$ cat config.mk
export PLATFORM = sky130hd
export DESIGN_NAME = usb_txn_ctrl
export DESIGN_NICKNAME = d
export VERILOG_FILES = /design/src/rtl/usb_txn_ctrl.sv
export SDC_FILE = /design/constraint.sdc
export NUM_CORES = 1
export LEC_CHECK = 0
export ABC_AREA = 0
export CORE_ASPECT_RATIO = 1.75
export CORE_MARGIN = 2
export CORE_UTILIZATION = 40
export CTS_CLUSTER_SIZE = 10
export DETAILED_ROUTE_END_ITERATION = 10
export GPL_TIMING_DRIVEN = 0
export MAX_ROUTING_LAYER = met4
export PLACE_DENSITY = 0.64
export SYNTH_ARGS = -nofsm -noshare
export SYNTH_HDL_FRONTEND = slang
export SYNTH_SLANG_ARGS = --single-unit
$ cat constraint.sdc
create_clock -name clk -period 3.09 [get_ports clk]
set_input_delay 0.4635 -clock clk [delete_from_list [all_inputs] [get_ports clk]]
set_output_delay 0.4635 -clock clk [all_outputs]
set_load 0.05 [all_outputs]
$ cat src/rtl/usb_txn_ctrl.sv
// Host-side USB transaction sequencer: token, data, then handshake, with bounded
// retry on NAK / CRC error / timeout and a single completion pulse.
module usb_txn_ctrl #(
    parameter int MAX_RETRY = 8
) (
    input  logic       clk,
    input  logic       rst,
    input  logic       txn_start,
    input  logic       txn_is_in,
    input  logic       abort,
    output logic       txn_ready,
    output logic       txn_done,
    output logic       txn_success,
    output logic [3:0] txn_retries,
    output logic       dp_clear,
    output logic       send_token_start,
    output logic [3:0] send_token_pid,
    output logic       send_data_start,
    output logic       send_hand_start,
    output logic [3:0] send_hand_pid,
    input  logic       send_done,
    output logic       r_data_start,
    input  logic       r_data_success,
    input  logic       r_data_crc_err,
    input  logic       r_data_timeout,
    output logic       receive_hand,
    input  logic       r_ack,
    input  logic       r_nak,
    input  logic       r_acknak_fail
);

    typedef enum logic [3:0] {
        S_IDLE,
        S_TOK_GO,
        S_TOK_WAIT,
        S_DIN_GO,
        S_DIN_WAIT,
        S_HS_GO,
        S_HS_WAIT,
        S_DOUT_GO,
        S_DOUT_WAIT,
        S_RHS_GO,
        S_RHS_WAIT,
        S_RETRY,
        S_DONE
    } state_t;

    localparam logic [3:0] PID_OUT   = 4'b0001;
    localparam logic [3:0] PID_IN    = 4'b1001;
    localparam logic [3:0] PID_ACK   = 4'b0010;
    localparam logic [3:0] PID_NAK   = 4'b1010;
    localparam logic [3:0] RETRY_MAX = 4'(MAX_RETRY);

    state_t     state, state_n;
    logic       is_in, is_in_n;
    logic [3:0] retry_cnt, retry_n;
    logic       success_n;
    logic [3:0] retries_n;
    logic [3:0] tok_pid_n;
    logic [3:0] hand_pid_n;
    logic       finish;
    logic       finish_ok;

    always_ff @(posedge clk) begin
        if (rst) begin
            state          <= S_IDLE;
            is_in          <= 1'b0;
            retry_cnt      <= 4'd0;
            txn_success    <= 1'b0;
            txn_retries    <= 4'd0;
            send_token_pid <= 4'd0;
            send_hand_pid  <= 4'd0;
        end else begin
            state          <= state_n;
            is_in          <= is_in_n;
            retry_cnt      <= retry_n;
            txn_success    <= success_n;
            txn_retries    <= retries_n;
            send_token_pid <= tok_pid_n;
            send_hand_pid  <= hand_pid_n;
        end
    end

    always_comb begin
        state_n    = state;
        is_in_n    = is_in;
        retry_n    = retry_cnt;
        success_n  = txn_success;
        retries_n  = txn_retries;
        tok_pid_n  = send_token_pid;
        hand_pid_n = send_hand_pid;
        finish     = 1'b0;
        finish_ok  = 1'b0;

        // abort outranks any response arriving in the same cycle
        if (abort && state != S_IDLE && state != S_DONE) begin
            finish = 1'b1;
        end else begin
            case (state)
                S_IDLE: begin
                    if (txn_start) begin
                        is_in_n   = txn_is_in;
                        retry_n   = 4'd0;
                        success_n = 1'b0;
                        retries_n = 4'd0;
                        tok_pid_n = txn_is_in ? PID_IN : PID_OUT;
                        state_n   = S_TOK_GO;
                    end
                end
                S_TOK_GO:   state_n = S_TOK_WAIT;
                S_TOK_WAIT: begin
                    if (send_done) state_n = is_in ? S_DIN_GO : S_DOUT_GO;
                end
                S_DIN_GO:   state_n = S_DIN_WAIT;
                S_DIN_WAIT: begin
                    if (r_data_timeout) begin
                        state_n = S_RETRY;
                    end else if (r_data_crc_err) begin
                        hand_pid_n = PID_NAK;
                        state_n    = S_HS_GO;
                    end else if (r_data_success) begin
                        hand_pid_n = PID_ACK;
                        state_n    = S_HS_GO;
                    end
                end
                S_HS_GO:    state_n = S_HS_WAIT;
                S_HS_WAIT: begin
                    if (send_done) begin
                        if (send_hand_pid == PID_ACK) begin
                            finish    = 1'b1;
                            finish_ok = 1'b1;
                        end else begin
                            state_n = S_RETRY;
                        end
                    end
                end
                S_DOUT_GO:   state_n = S_DOUT_WAIT;
                S_DOUT_WAIT: begin
                    if (send_done) state_n = S_RHS_GO;
                end
                S_RHS_GO:    state_n = S_RHS_WAIT;
                S_RHS_WAIT: begin
                    if (r_acknak_fail || r_nak) begin
                        state_n = S_RETRY;
                    end else if (r_ack) begin
                        finish    = 1'b1;
                        finish_ok = 1'b1;
                    end
                end
                S_RETRY: begin
                    // compared before increment, so the counter never exceeds MAX_RETRY
                    if (retry_cnt == RETRY_MAX) begin
                        finish = 1'b1;
                    end else begin
                        retry_n = retry_cnt + 4'd1;
                        state_n = S_TOK_GO;
                    end
                end
                S_DONE:  state_n = S_IDLE;
                default: state_n = S_IDLE;
            endcase
        end

        // status is published on entry to DONE so it is valid alongside txn_done
        if (finish) begin
            state_n   = S_DONE;
            success_n = finish_ok;
            retries_n = retry_cnt;
        end
    end

    assign txn_ready        = (state == S_IDLE);
    assign txn_done         = (state == S_DONE);
    assign dp_clear         = (state == S_TOK_GO);
    assign send_token_start = (state == S_TOK_GO);
    assign r_data_start     = (state == S_DIN_GO);
    assign send_hand_start  = (state == S_HS_GO);
    assign send_data_start  = (state == S_DOUT_GO);
    assign receive_hand     = (state == S_RHS_GO);

endmodule

==> reports/qor.txt <==
Status: completed
Final TNS setup: 0 ns
Clock root buffer: clkbuf_8
Num CTS Buffers: 3
Overall routing resource usage: 18.0%
CP endpoint kind: primary output
Die Area: 3470 µm²
Largest family of logic cells by synthesized area: simple AND/OR/NAND/NOR gates
First-pass GRT wire length: 4690 µm
Buffers on Ports: 27
Clk buf depth: 2
CP delay by family, top: buffers and inverters
Hold_buf cts: 0
Overflow after GRT: 0
Power Density: 792 nW/µm²
# DRC: 0
Router iterations before antenna repair: 4
Vias in the first global route: 1,074
Post-Synth Adder-Cell Area: 2.09%
Antenna Cells: 0
DRT Wirelength: 2800 µm
Worst Setup Start Kind: flip-flop
Die W: 45.4 µm
Net Sw Frac: 48.0%
#FFs+latches synth: 17
Synthesized instance count: 135
Final min period: 2.64 ns
WL/cell: 14.2 µm
CTS tree: yes
GPL Wtd Cong: 0.852
XOR/XNOR Fraction of Synth Area: 3.65%
Vias: 1,062
Synth top area share: 28.4%
Share of cells above drive strength 1: 22.5%
Net Switching: 0.594 mW
Seq pwr share: 24.7%
CP Data Arrival Time: 2.17 ns
Slew HR: 66.1%
Worst-margin pin slew: 0.507 ns
Worst-path cell chain: buf_1 > nand2_1 > nor3_1 > clkdlybuf4s50_1
Gr busiest metal: met2
Core area: 2900 µm²
Internal power: 0.643 mW
Final Slew Violations: 0
Starting Density: 41.4%
Yosys Warn Count: 0
Num rows: 26
Routed Antenna Nets: 0
Syn-to-layout area delta: 30.3%
Number of post-CTS setup repair buffers: 0
Netlist cell types: 52
Netlist area before placement: 1200 µm²
Synth area leader: dfxtp_1
GR met3 Demand/Resource: 1.66%
Worst skew pair latency: 0.25 ns
Fin nets: 184
Unrepaired setup endpoints after global routing: no
# resized after CTS: 0
CP Buf/Inv Count: 2
H-tree levels: 1
CP max stage delay: 0.82 ns
Hpwl dp: 2330 µm
Worst hold path class: reg2reg
Met1 global-route usage: 16.9%
Setup violations, final: 0
Met2 Usage GRT: 34.2%
Ports: 33
Critical-path top delay cell: clkdlybuf4s50_1
Initial DRC count: 12
Comb pwr share: 61.8%
Height of the die: 76.4 µm
Number of enable flip-flop cells after synthesis: 0
Largest net degree at the start of global routing: 11
Most frequent cells in the layout: clkdlybuf4s50_1 (27), dfxtp_1 (17), nor2_1 (13)
WS Path Type: reg2out
Crit Path Max Fanout: 10
Top post-synthesis cells by area: dfxtp_1 (28%), nor3_2 (5.0%), nor2_1 (4.1%), buf_4 (3.8%), xnor2_1 (3.7%)
Clock group share of total power: 13.5%
Post-Syn Area per Cell: 8.88 µm²
Worst Clk Skew: 0.00206 ns
Number of vias per cell: 5.39
Max Fclk: 379 MHz
Final Hold Fails: 0
Mux share of post-synthesis cell area: 2.51%
Area fraction in compound gates after synthesis: 21.4%
Clock-pin slew on the worst setup and hold paths: 0.07 ns
WP data required: 2.63 ns
Final period util: 85.3%
Seq/Total Area, Yosys: 28.4%
FF-to-FF setup slack: 1.15 ns
Lkg Pwr: 0.535 nW
Total power: 1.24 mW
Fraction of registers with async set or reset after synthesis: 0%
Clock Sinks: 17
Ys flop type: dfxtp_1
Most common cell after layout, fill and taps aside: clkdlybuf4s50_1
Maximum VDD drop: 0.571 mV
Synth Area in Simple Gates: 32.6%
Max_cap viols: 0
Initial antenna violation count: 0
synthesized netlist by cell type, drive strengths merged (2+ instances only):
library cell  count
dfxtp            17
nor2             15
buf              11
nand2            10
nor3              9
a21oi             8
inv               7
nand4             5
o21ai             5
xnor2             5
a2111oi           3
a211oi            3
mux2i             3
nand2b            3
a22o              2
a22oi             2
clkbuf            2
ha                2
nor4              2
nor4b             2
or3b              2
or4               2
cell type report:
cell class | instances | area, µm²
Clock inverter | 1 | 5.00
Tap cell | 28 | 35.0
Timing Repair Buffer | 27 | 270
Fill cell | 301 | 1330
Sequential cell | 17 | 340
Multi-Input combinational cell | 101 | 761
Clock buffer | 3 | 41.3
Buffer | 13 | 82.6
Inverter | 7 | 26.3
final timing paths:
path                                     start         endpoint  cells past startpoint
worst max-delay path                  state[2]  send_hand_start                      4
worst min-delay path            txn_retries[2]   txn_retries[2]                      2
worst max register to register        state[0]         state[2]                      6
worst min register to register  txn_retries[2]   txn_retries[2]                      2
power by group through the flow:
stage / registers (mW) / logic (mW) / clock network (mW)
floorplan: 0.333 / 0.566 / 0
global placement: 0.307 / 0.760 / 0
detailed placement: 0.310 / 0.771 / 0
CTS: 0.305 / 0.774 / 0.175
global route: 0.313 / 0.822 / 0.184
finish: 0.305 / 0.764 / 0.167
metrics by stage:
stage / utilization (%) / std cells / hold slack, ns / instance area (µm²) / setup WS, ns
2_1_floorplan: - / 138 / 0.449 / 1210 / 0.554
3_3_place_gp: 52.3 / 193 / 0.457 / 1520 / 0.714
3_5_place_dp: 52.3 / 193 / 0.462 / 1520 / 0.732
4_1_cts: 53.9 / 197 / 0.473 / 1560 / 0.456
5_1_grt: 53.9 / 197 / 0.496 / 1560 / 0.332
6_report: 53.9 / 197 / 0.475 / 1560 / 0.453
registers in the layout (all words and copies together), names as in the netlist:
name / cells
send_hand_pid: 2
state: 4
txn_retries: 4
retry_cnt: 4
send_token_pid: 2
txn_success: 1
cells by family after synthesis:
kind of cell / Yosys count
buf+inv: 20
simple gates: 58
xor+xnor: 5
flops: 17
fa+ha+maj: 2
mux: 3
compound gates: 29
other cells: 1
tightest hold or removal path, stage by stage, from the launching register on:
cell and delay (ns):
dfxtp_1 0.31, nand4_1 0.06, a21oi_1 0.06
per-layer routing:
| layer | part of all wire [%] | routed length [µm] |
|---|---|---|
| met3 | 2.5 | 71 |
| met2 | 60 | 1660 |
| met1 | 36 | 1000 |
| met5 | 0 | 0 |
| met4 | 2.0 | 55 |
(Power assumes the default switching activity.)
